$ cat config.mk
export PLATFORM = sky130hd
export DESIGN_NAME = dmem_bus_if_flat
export DESIGN_NICKNAME = d
export VERILOG_FILES = /design/src/rtl/dmem_pkg.sv /design/src/rtl/dmem_bus_if_if.sv /design/src/rtl/dmem_bus_if_wbuf_fifo.sv /design/src/rtl/dmem_bus_if.sv /design/src/flat_wrapper.sv
export SDC_FILE = /design/constraint.sdc
export NUM_CORES = 1
export LEC_CHECK = 0
export ABC_CLOCK_PERIOD_IN_PS = 5000
export CELL_PAD_IN_SITES_DETAIL_PLACEMENT = 1
export CELL_PAD_IN_SITES_GLOBAL_PLACEMENT = 2
export CORE_MARGIN = 3
export CORE_UTILIZATION = 32
export DETAILED_ROUTE_END_ITERATION = 12
export GPL_TIMING_DRIVEN = 0
export HOLD_SLACK_MARGIN = 0.08
export PLACE_DENSITY = 0.82
export RECOVER_POWER = 25
export SLEW_MARGIN = 20
export SYNTH_ARGS = -nofsm -noshare
export SYNTH_HDL_FRONTEND = slang
export SYNTH_SLANG_ARGS = --single-unit
$ cat constraint.sdc
create_clock -name clk -period 5 [get_ports clk]
set_clock_uncertainty 0.15 [all_clocks]
set_input_delay 1 -clock clk [delete_from_list [all_inputs] [get_ports clk]]
set_output_delay 1 -clock clk [all_outputs]
set_load 0.005 [all_outputs]
$ cat src/rtl/dmem_pkg.sv
// Shared types and constants for the data-memory bus interface:
// bus FSM encoding, write-buffer entry layout and the default fault data.
package dmem_pkg;

   typedef enum logic [1:0] {
      B_IDLE  = 2'd0,
      B_WRITE = 2'd1,
      B_READ  = 2'd2
   } bus_state_t;

   localparam logic [31:0] FAULT_DATA_DEF = 32'hDEADBEEF;
   localparam int          WBUF_ENTRY_W   = 66;

   typedef struct packed {
      logic [29:0] waddr;
      logic [31:0] wdata;
      logic [3:0]  be;
   } wbuf_entry_t;

endpackage

$ cat src/rtl/dmem_bus_if_if.sv
// External single-outstanding req/ack data bus; the memory interface is the
// master, the memory or bus fabric is the slave.
interface dmem_bus_if_if;
   logic        bus_req;
   logic        bus_we;
   logic [29:0] bus_addr;
   logic [31:0] bus_wdata;
   logic [3:0]  bus_be;
   logic [31:0] bus_rdata;
   logic        bus_ack;

   modport master (
      output bus_req, bus_we, bus_addr, bus_wdata, bus_be,
      input  bus_rdata, bus_ack
   );

   modport slave (
      input  bus_req, bus_we, bus_addr, bus_wdata, bus_be,
      output bus_rdata, bus_ack
   );
endinterface

$ cat src/rtl/dmem_bus_if_wbuf_fifo.sv
// Store write buffer: synchronous FIFO with a first-word-fall-through head;
// a push into a full FIFO is accepted when a pop happens in the same cycle.
module wbuf_fifo #(
   parameter int WIDTH = 66,
   parameter int DEPTH = 2
) (
   input  logic                     clk,
   input  logic                     reset,
   input  logic                     push,
   input  logic                     pop,
   input  logic [WIDTH-1:0]         din,
   output logic [WIDTH-1:0]         dout,
   output logic                     full,
   output logic                     empty,
   output logic [$clog2(DEPTH):0]   count
);
   localparam int AW = $clog2(DEPTH);
   localparam logic [AW:0] FULL_CNT = (AW+1)'(DEPTH);

   logic [WIDTH-1:0] mem [DEPTH];
   logic [AW-1:0]    wr_ptr;
   logic [AW-1:0]    rd_ptr;
   logic             do_push;
   logic             do_pop;

   always_comb begin
      do_pop  = pop && !empty;
      do_push = push && (!full || do_pop);
   end

   assign full  = (count == FULL_CNT);
   assign empty = (count == '0);
   assign dout  = mem[rd_ptr];

   // Storage array; pointers alone define which words are valid.
   always_ff @(posedge clk) begin
      if (do_push) begin
         mem[wr_ptr] <= din;
      end
   end

   // Pointer and occupancy tracking.
   always_ff @(posedge clk or posedge reset) begin
      if (reset) begin
         wr_ptr <= '0;
         rd_ptr <= '0;
         count  <= '0;
      end else begin
         if (do_push) wr_ptr <= wr_ptr + 1'b1;
         if (do_pop)  rd_ptr <= rd_ptr + 1'b1;
         case ({do_push, do_pop})
            2'b10:   count <= count + 1'b1;
            2'b01:   count <= count - 1'b1;
            default: count <= count;
         endcase
      end
   end

endmodule

$ cat src/rtl/dmem_bus_if.sv
// M-stage data-memory interface: posts stores into a write buffer, orders
// loads behind them and runs a single-outstanding req/ack bus with timeout.
module dmem_bus_if
   import dmem_pkg::*;
#(
   parameter int          WBUF_DEPTH = 2,
   parameter int          TIMEOUT    = 255,
   parameter logic [31:0] FAULT_DATA = FAULT_DATA_DEF
) (
   input  logic          clk,
   input  logic          reset,
   input  logic          mem_re_M,
   input  logic          mem_we_M,
   input  logic [31:0]   addr_M,
   input  logic [31:0]   write_data_M,
   input  logic [3:0]    byte_en_M,
   input  logic          advance_M,
   input  logic          flush_M,
   output logic [31:0]   read_data_M,
   output logic          data_mem_ack,
   dmem_bus_if_if.master bus,
   output logic          bus_fault,
   output logic          wbuf_empty
);
   localparam int         CW          = $clog2(WBUF_DEPTH) + 1;
   localparam logic [7:0] TIMEOUT_CNT = 8'(TIMEOUT);

   bus_state_t  state;
   logic        cpu_done, rd_pend, rd_kill;
   logic [29:0] rd_addr;
   logic [7:0]  wait_cnt;
   logic        req, we;
   logic [29:0] addr_q;
   logic [31:0] wdata_q;
   logic [3:0]  be_q;

   wbuf_entry_t push_entry, head;
   logic        fifo_full, fifo_empty;
   logic [CW-1:0] fifo_count;
   logic        pop, store_go, load_go, bus_done, timed_out, rd_done;
   logic        next_write, next_fifo_empty;
   logic        addr_lsb_unused;

   assign addr_lsb_unused = ^addr_M[1:0];

   assign bus.bus_req   = req;
   assign bus.bus_we    = we;
   assign bus.bus_addr  = addr_q;
   assign bus.bus_wdata = wdata_q;
   assign bus.bus_be    = be_q;
   assign data_mem_ack  = cpu_done;

   always_comb begin
      push_entry      = '{waddr: addr_M[31:2], wdata: write_data_M, be: byte_en_M};
      pop             = (state == B_IDLE) && !fifo_empty;
      store_go        = mem_we_M && !cpu_done && !flush_M && (!fifo_full || pop);
      load_go         = mem_re_M && !mem_we_M && !cpu_done && !flush_M && !rd_pend;
      timed_out       = (state != B_IDLE) && !bus.bus_ack && (wait_cnt == TIMEOUT_CNT);
      bus_done        = (state != B_IDLE) && (bus.bus_ack || (wait_cnt == TIMEOUT_CNT));
      rd_done         = (state == B_READ) && bus_done;
      next_write      = pop || ((state == B_WRITE) && !bus_done);
      // Occupancy after this edge is zero only with no push and nothing left behind the pop.
      next_fifo_empty = !store_go &&
                        ((fifo_count == CW'(0)) || ((fifo_count == CW'(1)) && pop));
   end

   wbuf_fifo #(
      .WIDTH (WBUF_ENTRY_W),
      .DEPTH (WBUF_DEPTH)
   ) u_wbuf (
      .clk   (clk),
      .reset (reset),
      .push  (store_go),
      .pop   (pop),
      .din   (push_entry),
      .dout  (head),
      .full  (fifo_full),
      .empty (fifo_empty),
      .count (fifo_count)
   );

   // Bus FSM: drains buffered stores first, then the pending load.
   always_ff @(posedge clk or posedge reset) begin
      if (reset) begin
         state      <= B_IDLE;
         req        <= 1'b0;
         we         <= 1'b0;
         addr_q     <= 30'd0;
         wdata_q    <= 32'd0;
         be_q       <= 4'd0;
         wait_cnt   <= 8'd0;
         bus_fault  <= 1'b0;
         wbuf_empty <= 1'b1;
      end else begin
         bus_fault  <= 1'b0;
         wbuf_empty <= next_fifo_empty && !next_write;
         case (state)
            B_IDLE: begin
               if (!fifo_empty) begin
                  addr_q   <= head.waddr;
                  wdata_q  <= head.wdata;
                  be_q     <= head.be;
                  req      <= 1'b1;
                  we       <= 1'b1;
                  wait_cnt <= 8'd0;
                  state    <= B_WRITE;
               end else if (rd_pend) begin
                  addr_q   <= rd_addr;
                  wdata_q  <= 32'd0;
                  be_q     <= 4'hF;
                  req      <= 1'b1;
                  we       <= 1'b0;
                  wait_cnt <= 8'd0;
                  state    <= B_READ;
               end else begin
                  state    <= B_IDLE;
               end
            end
            B_WRITE, B_READ: begin
               if (bus_done) begin
                  req       <= 1'b0;
                  bus_fault <= timed_out;
                  state     <= B_IDLE;
               end else begin
                  wait_cnt  <= wait_cnt + 8'd1;
               end
            end
            default: begin
               req   <= 1'b0;
               state <= B_IDLE;
            end
         endcase
      end
   end

   // Pipeline-side handshake: store posting, load tracking and flush discard.
   always_ff @(posedge clk or posedge reset) begin
      if (reset) begin
         cpu_done    <= 1'b0;
         rd_pend     <= 1'b0;
         rd_kill     <= 1'b0;
         rd_addr     <= 30'd0;
         read_data_M <= 32'd0;
      end else begin
         if (rd_done)      rd_pend <= 1'b0;
         else if (load_go) rd_pend <= 1'b1;

         if (load_go) rd_addr <= addr_M[31:2];

         if (rd_done)                 rd_kill <= 1'b0;
         else if (flush_M && rd_pend) rd_kill <= 1'b1;

         if (rd_done && !rd_kill && !flush_M) begin
            read_data_M <= bus.bus_ack ? bus.bus_rdata : FAULT_DATA;
         end

         if (flush_M)                          cpu_done <= 1'b0;
         else if (cpu_done && advance_M)       cpu_done <= 1'b0;
         else if (store_go)                    cpu_done <= 1'b1;
         else if (rd_done && !rd_kill)         cpu_done <= 1'b1;
      end
   end

endmodule

$ cat src/flat_wrapper.sv
// flat-port wrapper written by rule: the top's interface ports become plain ports
module dmem_bus_if_flat import dmem_pkg::*;
#(
   parameter int          WBUF_DEPTH = 2,
   parameter int          TIMEOUT    = 255,
   parameter logic [31:0] FAULT_DATA = FAULT_DATA_DEF
)
  (clk, reset, mem_re_M, mem_we_M, addr_M, write_data_M, byte_en_M, advance_M, flush_M, read_data_M, data_mem_ack, bus_fault, wbuf_empty, bus_bus_req, bus_bus_we, bus_bus_addr, bus_bus_wdata, bus_bus_be, bus_bus_rdata, bus_bus_ack);
  dmem_bus_if_if bus_i ();
  input  logic clk;
  input  logic reset;
  input  logic mem_re_M;
  input  logic mem_we_M;
  input  logic [31:0] addr_M;
  input  logic [31:0] write_data_M;
  input  logic [3:0] byte_en_M;
  input  logic advance_M;
  input  logic flush_M;
  output logic [31:0] read_data_M;
  output logic data_mem_ack;
  output logic bus_fault;
  output logic wbuf_empty;
  output wire logic [$bits(bus_i.bus_req)-1:0] bus_bus_req;
  output wire logic [$bits(bus_i.bus_we)-1:0] bus_bus_we;
  output wire logic [$bits(bus_i.bus_addr)-1:0] bus_bus_addr;
  output wire logic [$bits(bus_i.bus_wdata)-1:0] bus_bus_wdata;
  output wire logic [$bits(bus_i.bus_be)-1:0] bus_bus_be;
  input wire logic [$bits(bus_i.bus_rdata)-1:0] bus_bus_rdata;
  input wire logic [$bits(bus_i.bus_ack)-1:0] bus_bus_ack;
  assign bus_bus_req = bus_i.bus_req;
  assign bus_bus_we = bus_i.bus_we;
  assign bus_bus_addr = bus_i.bus_addr;
  assign bus_bus_wdata = bus_i.bus_wdata;
  assign bus_bus_be = bus_i.bus_be;
  assign bus_i.bus_rdata = bus_bus_rdata;
  assign bus_i.bus_ack = bus_bus_ack;
  dmem_bus_if #(.WBUF_DEPTH(WBUF_DEPTH), .TIMEOUT(TIMEOUT), .FAULT_DATA(FAULT_DATA)) u_core (.clk(clk), .reset(reset), .mem_re_M(mem_re_M), .mem_we_M(mem_we_M), .addr_M(addr_M), .write_data_M(write_data_M), .byte_en_M(byte_en_M), .advance_M(advance_M), .flush_M(flush_M), .read_data_M(read_data_M), .data_mem_ack(data_mem_ack), .bus(bus_i), .bus_fault(bus_fault), .wbuf_empty(wbuf_empty));
endmodule
==> results by group, run 1 <==
Route
  • Drt first pass iters: 6
  • Routed WL: 28000 µm
  • WL/cell: 19.0 µm
  • DR vias: 6972
  • 1st-iter DRT viols: 182
  • Remaining antenna violation count: 0
  • DRC errors left: 0
  • DR vias/cell: 4.74

STA
  • Fmax achieved: 300 MHz
  • Worst Slack Setup Final: 1.67 ns
  • Slew HR: -9.96%
  • Final Hold Viols: 0
  • Fin. max-slew vios: 56
  • Setup-failing EPs final: 0
  • Hold_ws: 0.325 ns
  • Unrepaired setup endpoints after global routing: false
  • Final min period: 3.33 ns
  • Slew @ Worst Pin: 1.65 ns
  • Final worst-path cycle share: 66.7%

Floorplanning
  • Top-Level Pins: 210
  • Full die area: 35700 µm²
  • # rows: 66
  • CORE AREA: 32800 µm²
  • Starting Density: 32.7%
  • Die Span Y: 189 µm
  • Die Wd: 189 µm

Power and ir drop
  • Sw Pwr: 2.70 mW
  • Reg power frac: 39.9%
  • Maximum vdd drop: 0.247 mV
  • Comb pwr share: 32.7%
  • Internal power: 5.86 mW
  • Pwr Total: 8.56 mW
  • PD cells: 585 nW/µm²
  • Clock share of power: 27.4%
  • Net Sw Frac: 31.5%
  • P_leak: 5.77 nW

Setup path
  • Largest stage delay, worst path: 1.25 ns
  • Critical Path RT: 5.54 ns
  • Worst Setup Start Kind: primary input
  • Slowest cell on crit path: clkbuf_1
  • Buf+Inv Stages, Crit Path: 5
  • Most common cell on crit path: buf_12
  • Worst-path cell chain: dlygate4sd3_1 > clkinvlp_2 > clkbuf_1 > buf_12 > buf_12
  • Crit-path leading delay family: buffers and inverters
  • Category of the critical setup timing path: in2async
  • Data arrival, critical path: 3.88 ns
  • Crit end category: asynchronous set/reset pin
  • Crit-path max FO: 29
  • FF-to-FF setup slack: 2.02 ns

Clock network
  • Buffer type at the clock tree root: clkbuf_16
  • CTS tree: yes
  • Num CTS Buffers: 34
  • Longest Clk Path Bufs: 3
  • Worst-Skew Late Latency: 0.51 ns
  • CTS resizes: 0
  • Setup bufs post-CTS: 0
  • Clock slew at reported path FFs: 0.05 ns
  • CTS Hold Buffers Added: 0
  • CTS H-tree lvls: 2
  • Sink Count: 281

Global routing
  • Vias in the first global route: 7729
  • Initial antenna violation count: 1
  • Largest net degree at the start of global routing: 30
  • Total GRT Usage: 15.8%
  • First-pass GRT wire length: 44600 µm
  • Gr ovfl total: 0

Synthesis
  • Synthesized area: 10700 µm²
  • Cell taking the most area after synthesis: edfxtp_1
  • Top-area cell type share of the netlist area: 37.0%
  • EDFF count, synth: 132
  • Synth Warn #: 0
  • Synth Flop Type: dfrtp_1
  • Synth top area cells: edfxtp_1 (37%), dfrtp_1 (35%), mux2i_1 (6.2%), mux2_2 (3.1%), o21ai_0 (3.1%)
  • Seq/Total Area, Yosys: 71.7%
  • Synthesized flop and latch total: 281
  • Synth cell types: 50
  • Syn Inst Count: 750
  • Syn_nets: 864
  • Asr flop ratio synth: 53.0%
  • Syn_area_per_cell: 14.3 µm²

Cells and area
  • Layout Utilization: 44.7%
  • Share of cells above drive strength 1: 11.9%
  • Area delta synth->final: 36.5%
  • Diodes inserted: 0
  • Nets: 1118
  • Fillers: 3377

Placed design
  • Gpl congestion: 0.734
  • Place WS: 1.50 ns
  • DPL Wire Length: 19500 µm
  • Port Buf Inserts: 207

Status
  • Failing checks: max-capacitance violations, max-slew violations
  • Status: complete, but fails checks

Run
  • Max_cap viols: 2

Min path
  • Hold Crit Class: reg2reg
==> final cells by class <==
cell class | instances | area, µm² | share of cell area [%]
well taps | 442 | 553 | 3.78
clock buffers | 50 | 941 | 6.43
multi-input cells | 414 | 2790 | 19.1
inverters | 12 | 46.3 | 0.316
repair buffers | 218 | 2270 | 15.5
plain buffers | 43 | 211 | 1.44
clock inverters | 12 | 129 | 0.880
flip-flops and latches | 281 | 7690 | 52.6
==> routing by layer <==
| metal | routed length [µm] | track usage (%) | part of all wire (%) | vias to the layer above |
|---|---|---|---|---|
| li1 | - | - | - | 3242 |
| met1 | 12000 | 20.1 | 43 | 3528 |
| met2 | 13900 | 27.4 | 50 | 159 |
| met3 | 1420 | 3.30 | 5.1 | 41 |
| met4 | 571 | 4.15 | 2.0 | 2 |
| met5 | 13 | 0 | 0.047 | - |
==> cells in the mapped netlist, types with 3 or more instances <==
master    count
a21oi_1      40
o21ai_0      67
buf_2        20
nor3_1        3
xnor2_1       4
nand2_1      74
a22o_1        9
mux2_2       30
dfrtp_1     148
nor2_1       43
o31ai_1       3
nand2b_1      5
nand3_1       5
clkbuf_1     16
o22a_1       25
ha_1          7
inv_1        12
mux2i_1      66
edfxtp_1    132
==> logic make-up (layout without fill, tap and decap cells) <==
group                    Yosys count  in the layout  share of synthesized area (%)
flip-flops                       281            281                           71.7
AO/OA/AOI/OAI                    163            163                           9.61
AND/OR/NAND/NOR                  144            144                           5.81
multiplexers                      96             96                           9.31
buffers and inverters             55            335                           2.39
adder cells (fa/ha/maj)            7              7                          0.817
XOR/XNOR                           4              4                          0.327
==> power groups by stage <==
stage	combinational (mW)	clock [mW]	sequential, mW
floorplan	1.42	0	3.43
global placement	2.75	0	3.46
detailed placement	2.87	0	3.46
CTS	2.89	2.43	3.42
global route	3.13	2.53	3.50
finish	2.80	2.35	3.41
==> tightest hold or removal path, delay by kind of cell, from the launching register on <==
kind,cells,cell delay [ns]
compound gates,1,0.06
flops,1,0.34
simple gates,1,0.04
==> cell usage in the layout (no fill, tap or decap), types with 4 or more instances in the layout <==
master / count
a21oi_1: 40
a22o_1: 9
buf_12: 7
buf_2: 20
clkbuf_1: 31
clkbuf_16: 34
clkdlybuf4s50_1: 140
clkinv_2: 4
dfrtp_1: 148
dlygate4sd3_1: 67
edfxtp_1: 132
ha_1: 7
inv_1: 11
mux2_2: 30
mux2i_1: 66
nand2_1: 74
nand2b_1: 5
nand3_1: 5
nor2_1: 41
o21ai_0: 67
o22a_1: 25
xnor2_1: 4
==> worst paths after layout <==
| kind | startpoint | to | cells after the start |
|---|---|---|---|
| worst max-delay path | reset | u_core.bus.bus_addr[3] | 5 |
| worst min-delay path | u_core.bus.bus_addr[21] | u_core.bus.bus_addr[21] | 2 |
| worst max register to register | u_core.state[0] | u_core.u_wbuf.mem[0][50] | 9 |
| worst min register to register | u_core.bus.bus_addr[21] | u_core.bus.bus_addr[21] | 2 |
| max in group clk | u_core.state[0] | u_core.u_wbuf.mem[0][50] | 9 |
| min in group asynchronous | reset | u_core.bus.bus_wdata[13] | 2 |
==> stage by stage <==
| step | std cells | cell area, µm² | setup TNS (ns) |
|---|---|---|---|
| after floorplan | 750 | 10700 | 0 |
| after global placement | 1399 | 13400 | -371.75 |
| after detailed placement | 1410 | 13600 | 0 |
| after CTS | 1472 | 14700 | 0 |
| after global routing | 1472 | 14600 | 0 |
| final | 1472 | 14600 | 0 |
==> flip-flops by register name (all words and copies together), names as in the netlist, 2 cells and up <==
register              cells
u_core.u_wbuf.mem       132
u_core.bus.bus_wdata     32
u_core.read_data_M       32
u_core.bus.bus_addr      30
u_core.rd_addr           30
u_core.wait_cnt           8
u_core.bus.bus_be         4
u_core.state              2
u_core.u_wbuf.count       2
Power figures use the tool's default switching activity.
==> run 2: changes to the inputs <==
--- a/config.mk
+++ b/config.mk
@@ -5,15 +5,15 @@
 export SDC_FILE = /design/constraint.sdc
 export NUM_CORES = 1
 export LEC_CHECK = 0
-export ABC_CLOCK_PERIOD_IN_PS = 5000
+export ABC_CLOCK_PERIOD_IN_PS = 3220
 export CELL_PAD_IN_SITES_DETAIL_PLACEMENT = 1
 export CELL_PAD_IN_SITES_GLOBAL_PLACEMENT = 2
 export CORE_MARGIN = 3
-export CORE_UTILIZATION = 32
+export CORE_UTILIZATION = 35
 export DETAILED_ROUTE_END_ITERATION = 12
 export GPL_TIMING_DRIVEN = 0
 export HOLD_SLACK_MARGIN = 0.08
-export PLACE_DENSITY = 0.82
+export PLACE_DENSITY = 0.84
 export RECOVER_POWER = 25
 export SLEW_MARGIN = 20
 export SYNTH_ARGS = -nofsm -noshare
==> constraint.sdc (replaced) <==
create_clock -name clk -period 3.22 [get_ports clk]
set_clock_uncertainty 0.15 [all_clocks]
set_input_delay 0.644 -clock clk [delete_from_list [all_inputs] [get_ports clk]]
set_output_delay 0.644 -clock clk [all_outputs]
set_load 0.005 [all_outputs]
==> run 2 against run 1 <==
  * The flow still finishes with violations (max-capacitance violations, max-slew violations)
  * Final cell count fell by 3.2%
  * Non-clock buffer count rose by 6
  * Routed wire length fell by 0.51%
  * Clock power rose by 61%
  * Flip-flop and latch count did not move
  * Hold slack improved by 0.0014 ns
  * Setup slack got worse by 1.3 ns
  * Core utilization rose by 4.5 points
  * Total power rose by 58%
  * Via count fell by 0.47%
  * Critical path depth rose by 5
  * First-iteration DRC count rose by 51%
==> results by group, run 2 (same netlist as run 1, synthesis figures left out) <==
Setup path
  • Data arrival, critical path: 2.88 ns (-1.00 ns)
  • Critical Path RT: 3.27 ns (-2.27 ns)
  • Crit-path max FO: 16 (-45%)
  • Category of the critical setup timing path: reg2reg
  • Worst Setup Start Kind: register
  • Crit end category: register

Floorplanning
  • Full die area: 32800 µm² (-8.3%)
  • Die Wd: 181 µm (-4.2%)
  • Top-Level Pins: 210 (unchanged)
  • Starting Density: 35.8% (+3.1 points)
  • # rows: 63 (-4.5%)
  • Die Span Y: 181 µm (-4.2%)
  • CORE AREA: 30000 µm² (-8.6%)

Clock network
  • CTS resizes: 0 (unchanged)
  • Clock slew at reported path FFs: 0.06 ns (about the same)
  • CTS H-tree lvls: 2 (unchanged)
  • Buffer type at the clock tree root: clkbuf_16
  • Num CTS Buffers: 34 (unchanged)
  • Longest Clk Path Bufs: 3 (unchanged)
  • Worst-Skew Late Latency: 0.50 ns (about the same)
  • Sink Count: 281 (unchanged)
  • CTS tree: yes

Cells and area
  • Area delta synth->final: 37.2%
  • Diodes inserted: 0 (unchanged)
  • Share of cells above drive strength 1: 13.1% (+1.2 points)
  • Area occupied by multi-input gates: 2790 µm² (unchanged)
  • Commonest non-fill, non-tap cell in the layout: dfrtp_1
  • Largest register by flop count: u_core.u_wbuf.mem
  • Fillers: 3041 (-9.9%)
  • Max reg flops: 132 (unchanged)
  • Most frequent cells in the layout: dfrtp_1 (148), clkdlybuf4s50_1 (140), edfxtp_1 (132)
  • Nets: 1124 (+0.54%)
  • Post-route cell area: 14700 µm² (+0.52%)
  • Register area: 7690 µm² (unchanged)

STA
  • Fin. max-slew vios: 29 (-48%)
  • Final min period: 2.83 ns
  • Unrepaired setup endpoints after global routing: false
  • Final worst-path cycle share: 87.9%
  • Fmax achieved: 353 MHz
  • TNS Setup: 0 ns (unchanged)
  • Slew @ Worst Pin: 1.66 ns (+0.0119 ns)
  • Slew HR: -10.8% (-0.79 points)
  • Final Hold Viols: 0 (unchanged)
  • Setup-failing EPs final: 0 (unchanged)

Global routing
  • Largest net degree at the start of global routing: 33 (+10%)
  • Initial antenna violation count: 1 (unchanged)
  • Vias in the first global route: 7749 (+0.26%)
  • First-pass GRT wire length: 44200 µm (-1.0%)
  • Gr ovfl total: 0 (unchanged)
  • Total GRT Usage: 16.9% (+1.1 points)

Route
  • DRC errors left: 0 (unchanged)
  • Remaining antenna violation count: 0 (unchanged)
  • DR vias/cell: 4.87 (+2.8%)
  • 1st-iter DRT viols: 275 (+51%)
  • WL/cell: 19.5 µm (+2.8%)
  • Drt first pass iters: 4 (-2)
  • DR vias: 6939 (-0.47%)
  • Routed WL: 27800 µm (-0.51%)

Status
  • Status: complete, but fails checks
  • Failing checks: max-capacitance violations, max-slew violations

Power and ir drop
  • Maximum vdd drop: 0.436 mV (+77%)
  • PD cells: 916 nW/µm² (+57%)
  • P_leak: 5.86 nW (+1.5%)

Min path
  • Hold Crit Class: reg2reg

Placed design
  • Gpl congestion: 0.723 (-1.5%)
  • Port Buf Inserts: 207 (unchanged)
  • Placed cell areas: 13600 µm² (-0.15%)
  • DPL Wire Length: 19500 µm (about the same)

Run
  • Max_cap viols: 1 (-1)
## run 2: cell types whose count changed in the layout (fill, tap and decap cells not counted), moves of 2 or more
cell | before | now
clkbuf_8 | 3 | 5
buf_4 | 2 | 7
buf_16 | 2 | 6
clkinv_2 | 4 | 9
buf_12 | 7 | 3
clkbuf_1 | 31 | 23
## run 2: worst paths after layout
kind                                               from                  endpoint  slack, ns  cells past startpoint
worst max-delay path                    u_core.state[0]  u_core.u_wbuf.mem[1][39]       0.39                     10
worst min-delay path            u_core.bus.bus_wdata[1]   u_core.bus.bus_wdata[1]       0.33                      2
worst max register to register          u_core.state[0]  u_core.u_wbuf.mem[1][39]       0.39                     10
worst min register to register  u_core.bus.bus_wdata[1]   u_core.bus.bus_wdata[1]       0.33                      2
max in group asynchronous                         reset    u_core.bus.bus_addr[0]       0.53                      3
min in group asynchronous                         reset        u_core.wait_cnt[5]       0.46                      2
## run 2: report_power, final
group,internal (mW),switching [mW]
sequential,4.80,0.508
clock,2.35,1.43
combinational,2.14,2.26
## run 2: timing repair
item / in CTS / in global routing
endpoints found under the setup margin: 0 / 32
hold buffers: 0 / 0
setup buffers: 0 / 5
## run 2: stage by stage
step / hold slack, ns / instances / utilization (%) / setup WS (ns) / power (mW)
after floorplan: 0.296 / 750 / - / -1.39 / 7.53
after global placement: 0.311 / 1347 / 44.4 / -4.13 / 9.60
after detailed placement: 0.319 / 1359 / 45.4 / 0.00410 / 9.86
after CTS: 0.309 / 1420 / 49.1 / 0.0149 / 13.7
after global routing: 0.351 / 1425 / 49.1 / 0.103 / 14.4
final: 0.326 / 1425 / 49.1 / 0.388 / 13.5
## run 2: routing by layer
layer  GRT usage, %  vias up  wire length [µm]  share of wire, %
met4           3.75        2               462               1.7
met1           21.2     3476             11900                43
met3           3.02       33              1120               4.0
met5              0        -                13             0.047
met2           30.4      172             14300                51
li1               -     3256                 -                 -
## run 2: final cells by class
type | instances | share of cell area, %
inverters | 12 | 0.315
well taps | 390 | 3.32
multi-input cells | 414 | 19.0
repair buffers | 224 | 16.1
flip-flops and latches | 281 | 52.3
plain buffers | 43 | 1.44
clock inverters | 15 | 1.05
clock buffers | 46 | 6.57
## run 2: critical path: stages (launching register included)
cell and delay (ns):
dfrtp_1 0.41, inv_1 0.10, ha_1 0.29, nand2b_1 0.08
buf_2 0.19, inv_1 0.26, o211ai_2 0.27, nor2_4 0.24
buf_16 0.17, buf_8 0.17, buf_16 0.17
